<file path="config.mk">
export PLATFORM = sky130hd
export DESIGN_NAME = buffered_serial_transmitter_flat
export DESIGN_NICKNAME = d
export VERILOG_FILES = /design/src/rtl/buffered_serial_transmitter_if.sv /design/src/rtl/buffered_serial_transmitter.sv /design/src/flat_wrapper.sv
export SDC_FILE = /design/constraint.sdc
export NUM_CORES = 1
export LEC_CHECK = 0
export ABC_AREA = 1
export ABC_CLOCK_PERIOD_IN_PS = 3000
export CELL_PAD_IN_SITES_DETAIL_PLACEMENT = 1
export CELL_PAD_IN_SITES_GLOBAL_PLACEMENT = 1
export CORE_MARGIN = 2
export CORE_UTILIZATION = 35
export CTS_CLUSTER_DIAMETER = 200
export DETAILED_ROUTE_END_ITERATION = 16
export GPL_TIMING_DRIVEN = 0
export PLACE_DENSITY_LB_ADDON = 0.08
export SYNTH_ARGS = -nofsm -noshare
export SYNTH_HDL_FRONTEND = slang
export SYNTH_SLANG_ARGS = --single-unit
</file>
<file path="constraint.sdc">
create_clock -name clock -period 3 [get_ports clock]
set_input_delay 0.6 -clock clock [delete_from_list [all_inputs] [get_ports clock]]
set_output_delay 0.6 -clock clock [all_outputs]
set_load 0.1 [all_outputs]
</file>
<file path="src/rtl/buffered_serial_transmitter_if.sv">
// ---------------------------------------------------------------------------
// buffered_serial_transmitter_if
//   Bundles the producer-side handshake and the transmitter status/line
//   outputs of buffered_serial_transmitter.
//
//   tx_data            word to queue (DATA_BITS wide)
//   tx_data_available  one-cycle write strobe
//   tx_ready           FIFO not full; writes are accepted only while high
//   serial_tx          serial line, idles high
//   tx_busy            frame in progress or words still queued
//   fifo_count         queued words not yet started
//
//   master : the producer (drives data/strobe, observes status)
//   slave  : the transmitter
// ---------------------------------------------------------------------------
interface buffered_serial_transmitter_if #(
  parameter int DATA_BITS  = 8,
  parameter int FIFO_DEPTH = 4
);
  localparam int CW = $clog2(FIFO_DEPTH) + 1;

  logic [DATA_BITS-1:0] tx_data;
  logic                 tx_data_available;
  logic                 tx_ready;
  logic                 serial_tx;
  logic                 tx_busy;
  logic [CW-1:0]        fifo_count;

  modport master (
    output tx_data, tx_data_available,
    input  tx_ready, serial_tx, tx_busy, fifo_count
  );

  modport slave (
    input  tx_data, tx_data_available,
    output tx_ready, serial_tx, tx_busy, fifo_count
  );
endinterface

</file>
<file path="src/rtl/buffered_serial_transmitter.sv">
// ---------------------------------------------------------------------------
// buffered_serial_transmitter
//   UART-style transmitter with a transmit FIFO. Words written through the
//   bus interface are queued and sent in arrival order as
//   start / DATA_BITS data (LSB first) / optional parity / STOP_BITS stop
//   frames, each bit lasting CLOCKS_PER_BIT cycles. Consecutive queued words
//   are sent back-to-back with no idle gap.
//
//   clock    system clock, rising edge
//   reset_n  asynchronous active-low reset
//   bus      slave side of buffered_serial_transmitter_if
//            (tx_data, tx_data_available in; tx_ready, serial_tx, tx_busy,
//             fifo_count out)
//
//   The bus interface instance must be built with the same DATA_BITS and
//   FIFO_DEPTH as this module.
// ---------------------------------------------------------------------------
module buffered_serial_transmitter #(
  parameter int CLOCKS_PER_BIT = 5000,
  parameter int DATA_BITS      = 8,
  parameter int PARITY         = 0,   // 0 none, 1 odd, 2 even
  parameter int STOP_BITS      = 1,
  parameter int FIFO_DEPTH     = 4
) (
  input logic                          clock,
  input logic                          reset_n,
  buffered_serial_transmitter_if.slave bus
);

  localparam int TW = $clog2(CLOCKS_PER_BIT);
  localparam int AW = $clog2(FIFO_DEPTH);
  localparam int CW = AW + 1;
  localparam int BW = 4;  // indexes up to 9 data bits
  localparam logic [TW-1:0] TIMER_MAX = TW'(CLOCKS_PER_BIT - 1);

  if (CLOCKS_PER_BIT < 2 || DATA_BITS < 5 || DATA_BITS > 9 ||
      PARITY < 0 || PARITY > 2 || STOP_BITS < 1 || STOP_BITS > 2 ||
      FIFO_DEPTH < 2 || (FIFO_DEPTH & (FIFO_DEPTH - 1)) != 0) begin : g_bad_params
    $error("buffered_serial_transmitter: illegal parameter combination");
  end

  typedef enum logic [2:0] {
    ST_IDLE, ST_START, ST_DATA, ST_PARITY, ST_STOP
  } state_e;

  state_e               state_q,     state_d;
  logic [TW-1:0]        timer_q,     timer_d;
  logic [BW-1:0]        bit_idx_q,   bit_idx_d;
  logic [DATA_BITS-1:0] shift_q,     shift_d;
  logic                 parity_q,    parity_d;
  logic                 serial_tx_q, serial_tx_d;
  logic [AW-1:0]        wr_ptr_q,    wr_ptr_d;
  logic [AW-1:0]        rd_ptr_q,    rd_ptr_d;
  logic [CW-1:0]        count_q,     count_d;
  logic [DATA_BITS-1:0] mem_q [FIFO_DEPTH];

  logic                 full, push, pop, load_frame, bit_done;
  logic [DATA_BITS-1:0] head;

  assign head     = mem_q[rd_ptr_q];
  assign bit_done = (timer_q == '0);

  // FIFO bookkeeping. Fullness comes from the registered count only, so a
  // pop in the same cycle never frees room for a push into a full queue.
  always_comb begin
    full     = (count_q == CW'(FIFO_DEPTH));
    push     = bus.tx_data_available && !full;
    wr_ptr_d = wr_ptr_q;
    rd_ptr_d = rd_ptr_q;
    if (push) wr_ptr_d = wr_ptr_q + AW'(1);
    if (pop)  rd_ptr_d = rd_ptr_q + AW'(1);
    count_d  = count_q + CW'(push) - CW'(pop);
  end

  // Frame sequencer. serial_tx_d carries the level of the bit that starts
  // at the next edge, so the line comes straight from a flop.
  always_comb begin
    // NOTE: every signal written here gets a default first; a path that
    // left one unassigned would infer a latch.
    state_d     = state_q;
    timer_d     = timer_q;
    bit_idx_d   = bit_idx_q;
    shift_d     = shift_q;
    parity_d    = parity_q;
    serial_tx_d = serial_tx_q;
    pop         = 1'b0;
    load_frame  = 1'b0;

    if (state_q != ST_IDLE) timer_d = bit_done ? TIMER_MAX : timer_q - TW'(1);

    case (state_q)
      ST_IDLE: begin
        serial_tx_d = 1'b1;
        if (count_q != '0) load_frame = 1'b1;
      end
      ST_START: begin
        if (bit_done) begin
          state_d     = ST_DATA;
          bit_idx_d   = '0;
          serial_tx_d = shift_q[0];
        end
      end
      ST_DATA: begin
        if (bit_done) begin
          if (bit_idx_q == BW'(DATA_BITS - 1)) begin
            bit_idx_d = '0;
            if (PARITY != 0) begin
              state_d     = ST_PARITY;
              serial_tx_d = parity_q;
            end else begin
              state_d     = ST_STOP;
              serial_tx_d = 1'b1;
            end
          end else begin
            bit_idx_d   = bit_idx_q + BW'(1);
            shift_d     = shift_q >> 1;
            serial_tx_d = shift_q[1];
          end
        end
      end
      ST_PARITY: begin
        if (bit_done) begin
          state_d     = ST_STOP;
          bit_idx_d   = '0;
          serial_tx_d = 1'b1;
        end
      end
      ST_STOP: begin
        if (bit_done) begin
          if (bit_idx_q == BW'(STOP_BITS - 1)) begin
            // Chain straight into the next start bit when work is queued.
            if (count_q != '0) begin
              load_frame = 1'b1;
            end else begin
              state_d     = ST_IDLE;
              serial_tx_d = 1'b1;
            end
          end else begin
            bit_idx_d = bit_idx_q + BW'(1);
          end
        end
      end
      default: begin
        state_d     = ST_IDLE;
        serial_tx_d = 1'b1;
      end
    endcase

    if (load_frame) begin
      pop         = 1'b1;
      shift_d     = head;
      parity_d    = (PARITY == 1) ? ~^head : ^head;
      timer_d     = TIMER_MAX;
      state_d     = ST_START;
      serial_tx_d = 1'b0;
    end
  end

  // NOTE: sequential state uses non-blocking assignments so every flop
  // samples the pre-edge values regardless of statement order.
  always_ff @(posedge clock or negedge reset_n) begin
    if (!reset_n) begin
      state_q     <= ST_IDLE;
      timer_q     <= '0;
      bit_idx_q   <= '0;
      shift_q     <= '0;
      parity_q    <= 1'b0;
      serial_tx_q <= 1'b1;
      wr_ptr_q    <= '0;
      rd_ptr_q    <= '0;
      count_q     <= '0;
    end else begin
      state_q     <= state_d;
      timer_q     <= timer_d;
      bit_idx_q   <= bit_idx_d;
      shift_q     <= shift_d;
      parity_q    <= parity_d;
      serial_tx_q <= serial_tx_d;
      wr_ptr_q    <= wr_ptr_d;
      rd_ptr_q    <= rd_ptr_d;
      count_q     <= count_d;
    end
  end

  // NOTE: queue storage is deliberately not reset; a slot is only read after
  // it has been written, and leaving it reset-free lets it map onto RAM.
  always_ff @(posedge clock) begin
    if (push) mem_q[wr_ptr_q] <= bus.tx_data;
  end

  assign bus.tx_ready   = !full;
  assign bus.serial_tx  = serial_tx_q;
  assign bus.tx_busy    = (state_q != ST_IDLE) || (count_q != '0);
  assign bus.fifo_count = count_q;

endmodule

</file>
<file path="src/flat_wrapper.sv">
// flat-port wrapper written by rule: the top's interface ports become plain ports
module buffered_serial_transmitter_flat 
#(
  parameter int CLOCKS_PER_BIT = 5000,
  parameter int DATA_BITS      = 8,
  parameter int PARITY         = 0,                           
  parameter int STOP_BITS      = 1,
  parameter int FIFO_DEPTH     = 4
)
  (clock, reset_n, bus_tx_data, bus_tx_data_available, bus_tx_ready, bus_serial_tx, bus_tx_busy, bus_fifo_count);
  buffered_serial_transmitter_if #(.DATA_BITS(DATA_BITS), .FIFO_DEPTH(FIFO_DEPTH)) bus_i ();
  input logic clock;
  input logic reset_n;
  input wire logic [$bits(bus_i.tx_data)-1:0] bus_tx_data;
  input wire logic [$bits(bus_i.tx_data_available)-1:0] bus_tx_data_available;
  output wire logic [$bits(bus_i.tx_ready)-1:0] bus_tx_ready;
  output wire logic [$bits(bus_i.serial_tx)-1:0] bus_serial_tx;
  output wire logic [$bits(bus_i.tx_busy)-1:0] bus_tx_busy;
  output wire logic [$bits(bus_i.fifo_count)-1:0] bus_fifo_count;
  assign bus_i.tx_data = bus_tx_data;
  assign bus_i.tx_data_available = bus_tx_data_available;
  assign bus_tx_ready = bus_i.tx_ready;
  assign bus_serial_tx = bus_i.serial_tx;
  assign bus_tx_busy = bus_i.tx_busy;
  assign bus_fifo_count = bus_i.fifo_count;
  buffered_serial_transmitter #(.CLOCKS_PER_BIT(CLOCKS_PER_BIT), .DATA_BITS(DATA_BITS), .PARITY(PARITY), .STOP_BITS(STOP_BITS), .FIFO_DEPTH(FIFO_DEPTH)) u_core (.clock(clock), .reset_n(reset_n), .bus(bus_i));
endmodule
</file>
=== Word-level counts from Yosys, hierarchy flattened ===
Memory sizes are Yosys's and may differ from the RTL's.
Index checks and enable logic that the tools add are counted.

* Add/sub/neg operators: 6
* Reductions and logical operators: 17
* Multiplexer cells: 38
* Eq/ne operators: 19

{| class="wikitable"
|+ Operators with widths
! cell !! number
|-
| 2-to-1 mux 13 bit || 3
|-
| 2-to-1 mux 8 bit || 4
|-
| 2-to-1 mux 3 bit || 8
|-
| 2-to-1 mux 4 bit || 5
|-
| inequality test 3 x 1 -> 1 bit (second input constant) || 6
|-
| one-hot mux 3 bit (5 select lines) || 1
|-
| 2-to-1 mux 1 bit || 14
|-
| logical NOT 13 bit || 1
|-
| subtractor 13 x 1 -> 13 bit (second input constant) || 1
|-
| one-hot mux 4 bit (3 select lines) || 1
|-
| inequality test 2 x 1 -> 1 bit (second input constant) || 5
|-
| nonzero test 3 bit || 3
|-
| AND reduction 8 bit || 1
|-
| == test 3 x 2 -> 1 bit (second input constant) || 2
|-
| == test 3 bit (second input constant) || 2
|-
| AND reduction 6 bit || 1
|-
| nonzero test 2 bit || 3
|-
| AND reduction 5 bit || 1
|-
| adder 2 x 1 -> 2 bit (second input constant) || 2
|-
| adder 4 x 1 -> 4 bit (second input constant) || 1
|-
| == test 4 x 3 -> 1 bit (second input constant) || 1
|-
| logical NOT 4 bit || 1
|-
| one-hot mux 1 bit (4 select lines) || 1
|-
| adder 3 x 1 -> 3 bit || 1
|-
| other kinds (11) || 11
|}

* Memories: 1
* Flip-flop bits (word level): 36
* Word-level logic and storage cells: 89
* Output and inout bits: 6
* Bits in writable memories: 32

{| class="wikitable"
|+ Memory list
! name !! depth !! width !! rd ports !! clocked after Yosys merged registers in !! write ports !! RTL line !! text
|-
| u_core.mem_q || 4 || 8 || 1 || 0 || 1 || buffered_serial_transmitter.sv:55 || <nowiki>logic [DATA_BITS-1:0] mem_q [FIFO_DEPTH];</nowiki>
|}

=== Logic depth before layout (Yosys ltp) ===
* Word-level depth: 7
* Depth in mapped cells: 14

=== Least setup slack after synthesis ===
No wires, ideal clock.

* Path type: reg2reg
* From: register u_core.count_q[2] (netlist: u_core.bus.fifo_count[2])
* To: register u_core.count_q[2] (netlist: u_core.bus.fifo_count[2])
* Path slack: -385 ps
* Stages on the path, launching flop included: 7
* Data arrival time: 3252 ps
* Data required time: 2867 ps
* Path buffers: 0
* Setup time: 133 ps
* Path through: dfrtp_1 nand3_1 nand2_1 inv_1 ha_1 fa_1 xor2_1

* Elaborated cells between the ends (all ways): 11

{| class="wikitable"
|+ RTL lines
! item !! RTL line !! text
|-
| from (decl) || buffered_serial_transmitter.sv:54 || <nowiki>logic [CW-1:0] count_q, count_d;</nowiki>
|-
| from (signal assigned) || buffered_serial_transmitter.sv:181 || <nowiki>count_q <= count_d;</nowiki>
|-
| == test 3 bit || buffered_serial_transmitter.sv:66 || <nowiki>full = (count_q == CW'(FIFO_DEPTH));</nowiki>
|-
| logical NOT 1 bit || - ||
|-
| net bus_tx_ready || flat_wrapper.sv:16 || <nowiki>output wire logic [$bits(bus_i.tx_ready)-1:0] bus_tx_ready;</nowiki>
|-
| logical AND 1 bit || buffered_serial_transmitter.sv:67 || <nowiki>push = bus.tx_data_available && !full;</nowiki>
|-
| net u_core.push || buffered_serial_transmitter.sv:57 || <nowiki>logic full, push, pop, load_frame, bit_done;</nowiki>
|-
| adder 3 x 1 -> 3 bit || buffered_serial_transmitter.sv:72 || <nowiki>count_d = count_q + CW'(push) - CW'(pop);</nowiki>
|-
| subtractor 3 x 1 -> 3 bit || buffered_serial_transmitter.sv:72 ||
|-
| net u_core.count_d[2] || buffered_serial_transmitter.sv:54 ||
|}

The timed path passes the listed nets, and every way through them passes these cells.
A chain may end at the register's enable or synchronous reset.

=== Final worst setup path ===
* From: register u_core.count_q[2] (netlist: u_core.bus.fifo_count[2])
* To: output port bus_tx_busy

* Longest elaborated chain between the ends: 2

{| class="wikitable"
|+ RTL lines
! item !! RTL line !! text
|-
| nonzero test 3 bit || buffered_serial_transmitter.sv:193 || <nowiki>assign bus.tx_busy = (state_q != ST_IDLE) || (count_q != '0);</nowiki>
|-
| logical OR 1 bit || buffered_serial_transmitter.sv:193 ||
|-
| to (decl) || flat_wrapper.sv:18 || <nowiki>output wire logic [$bits(bus_i.tx_busy)-1:0] bus_tx_busy;</nowiki>
|}

No other way between the ends.

==> implementation parameters <==
Parameter                              Value

Run status
  Run status    finished clean

Hold path
  Worst hold-check path type    in -> async

Logic synthesis
  Share of synthesized area spent on multiplexers    0%
  Cell taking the most area after synthesis    sky130_fd_sc_hd__edfxtp_1
  Syn Inst Count    332
  Fraction of the mapped netlist area in compound gates    8.58%
  Post-synthesis share of cell area spent on xor and xnor gates    2.95%
  Yosys top cell area share    29.4%
  Fraction of the mapped netlist area in adder cells    4.06%
  Number of synthesized flops with an enable pin    32
  Post-synthesis simple-gate area fraction    20.9%
  Area of the mapped netlist    3270 µm²
  Part of the Yosys area used for sequential elements    57.0%
  Total number of yosys warnings    0
  Post-synthesis cell type count    37
  Most frequent cell after synthesis    sky130_fd_sc_hd__nand2_1
  Synthesized area per cell    9.84 µm²
  Primary FF master, synth    sky130_fd_sc_hd__dfrtp_1
  Most frequent cells after synthesis    78 x sky130_fd_sc_hd__nand2_1, 35 x sky130_fd_sc_hd__dfrtp_1, 33 x sky130_fd_sc_hd__inv_1
  Cell types with the largest area share after synthesis    sky130_fd_sc_hd__edfxtp_1 29%, sky130_fd_sc_hd__dfrtp_1 27%, sky130_fd_sc_hd__nand2_1 9.0%
  Net count of the mapped netlist    353
  Combinational family with the most area after synthesis    simple AND/OR/NAND/NOR gates
  Async set or reset register ratio after synthesis    52.9%
  Yosys reg bits    68

GRT
  Routing usage on met2    25.6%
  Global-route wire length before repair    11,900 µm
  Antenna violations before repair    0
  Number of global-route vias before repair    2,455
  Gr busiest metal    met2
  Largest net degree at the start of global routing    37
  Met1 Use GR    19.9%
  Remaining Overflow, GRT    0
  Met3 layer usage reported by global route    3.33%
  Total GRT Usage    15.3%

STA
  Highest clock rate    0.351 GHz
  Final-report hold violation count    0
  Transition time at the pin with the least slew margin    976 ps
  Setup repair after global routing missed its margin    false
  Smallest hold slack    356 ps
  Final Setup Violations    0
  Max-slew headroom at the worst pin    34.7%
  Max Clock Skew    12.6 ps
  Setup TNS    0 ps
  Post-route fraction of the period consumed by the critical path    94.9%
  Final critical-path required period    2850 ps
  Max-slew violation count    0

Worst setup path
  Worst path arrival time    2250 ps
  Setup crit end kind    output pin
  Biggest fanout along the worst timing path    10
  Slowest cell delay on critical path    860 ps
  Worst endpoint required time    2400 ps
  Cell with the largest stage delay on the worst path    sky130_fd_sc_hd__dlygate4sd2_1
  Worst path bufs/invs    3
  Kind of launch point of the worst setup path    register
  Critical path cell sequence    nor2_1, nand2_1, nor2_4, inv_4, buf_6, dlygate4sd2_1
  Crit Path Class    reg -> out
  Dominant delay contributor by cell family on the critical path    buffers and inverters

Clock tree
  Total clock buffers created by CTS    9
  Clock tree buffer depth    2
  CTS tree    done
  Clock transition at the register clock pins on the worst setup and hold paths after CTS    90 ps
  Cell at the root of the clock tree    sky130_fd_sc_hd__clkbuf_8
  Post-CTS setup buffers    0
  Clock latency reported for the late side of the worst-skew pair    340 ps
  Cts-stage hold buffer count    0
  Number of H-tree levels    3
  Number of clock sinks    68

Floorplan
  Row count    35
  Chip height    101 µm
  Overall die area    10,100 µm²
  Boundary Pins    17
  Initial core utilization    35.7%
  Area of the core    9150 µm²
  Horizontal die dimension    101 µm

Layout
  Fraction of layout cells with a size suffix above 1    14.0%
  Final instance count without filler cells    475
  Final-stage net count    380
  Number of diodes    0
  Core Util, Final    41.2%
  Area grow syn2layout    15.4%

Drt
  Number of remaining DRC errors    0
  Via count    2,254
  Average wire length per cell after detail routing    14.2 µm
  Number of routed nets with antenna violations    0
  Total Wirelength    6750 µm
  Number of detailed-routing iterations run before antenna repair    4
  Initial DRC Count    42
  Vias/cell    4.75

Job
  Max-capacitance violation count    0

Pwr
  Power density over cell area    1030 nW/µm²
  Worst IR drop on VDD    0.373 mV
  Leakage power figure    0.00155 µW

Place
  Routability Congestion    0.731
  Count of input and output buffers    16
  Placed wire-length estimate after detailed placement    4870 µm
  Number of cells in the design after placement    459
[where the power goes]
group	switching [µW]	leakage [µW]	internal (µW)	total [µW]
Combinational	1160	0.000725	523	1690
Sequential	160	0.000729	1270	1430
Clock	388	0.0000973	396	783
[final cells by class]
cell class	count	area, µm²
Multi-Input combinational cell	217	1200
Timing Repair Buffer	16	154
Buffer	8	56.3
Fill cell	1051	5390
Inverter	39	154
Sequential cell	68	1860
Clock inverter	7	80.1
Tap cell	111	139
Clock buffer	9	124
[per-layer routing]
layer	vias up	part of all wire [%]
met4	0	1.1
li1	1138	-
met5	-	0
met1	1090	48
met2	19	48
met3	7	2.5
[placed cells by master, fill, tap and decap left out, types with 11 or more instances in the layout]
master / netlist / final
sky130_fd_sc_hd__nand2_1: 78 / 78
sky130_fd_sc_hd__o21ai_0: 11 / 11
sky130_fd_sc_hd__o21ai_1: 14 / 14
sky130_fd_sc_hd__inv_1: 33 / 33
sky130_fd_sc_hd__nand3_1: 14 / 13
sky130_fd_sc_hd__a21oi_1: 11 / 11
sky130_fd_sc_hd__clkdlybuf4s50_1: 0 / 14
sky130_fd_sc_hd__dfrtp_1: 35 / 35
sky130_fd_sc_hd__nor2_1: 32 / 32
sky130_fd_sc_hd__edfxtp_1: 32 / 32
[through the flow]
step                worst slack [ps]  cell area, µm²  total power, µW
global route                    28.8            3770             4260
floorplan                       39.8            3270             2720
finish                           152            3770             3900
CTS                              110            3770             3980
detailed placement               227            3560             3180
global placement                 207            3570             3140
[cells by family (layout without fill, tap and decap cells)]
logic type / Yosys count / count (layout)
AO/OA/AOI/OAI: 48 / 48
adder cells (fa/ha/maj): 10 / 10
flip-flops: 68 / 68
buffers and inverters: 47 / 79
AND/OR/NAND/NOR: 148 / 148
XOR/XNOR: 11 / 11
[what timing repair did]
| action | 4_1_cts | 5_1_grt |
|---|---|---|
| endpoints found under the setup margin | 1 | 0 |
| hold endpoints to repair | 0 | 0 |
| resized for setup | 1 | 0 |
[flip-flops by register name (all words and copies together), names as in the netlist]
signal                 count
u_core.bus.fifo_count      3
u_core.bit_idx_q           4
u_core.mem_q              32
u_core.rd_ptr_q            2
u_core.state_q             3
u_core.wr_ptr_q            2
u_core.shift_q             8
u_core.timer_q            13
u_core.bus.serial_tx       1
[path summary, 6_finish.rpt]
kind	startpoint	to	slack (ps)	depth (start not counted)
worst max-delay path	u_core.bus.fifo_count[2]$_DFF_PN0_	bus_tx_busy	150	6
worst min-delay path	reset_n	u_core.state_q[2]$_DFFE_PN0P_	360	1
worst max register to register	u_core.timer_q[0]$_DFFE_PN0P_	u_core.bus.fifo_count[2]$_DFF_PN0_	440	14
worst min register to register	u_core.bus.serial_tx$_DFFE_PN1P_	u_core.bus.serial_tx$_DFFE_PN1P_	490	2
max in group asynchronous	reset_n	u_core.timer_q[7]$_DFFE_PN0P_	2120	1
min in group clock	u_core.bus.serial_tx$_DFFE_PN1P_	u_core.bus.serial_tx$_DFFE_PN1P_	490	2
Power figures use the tool's default switching activity.
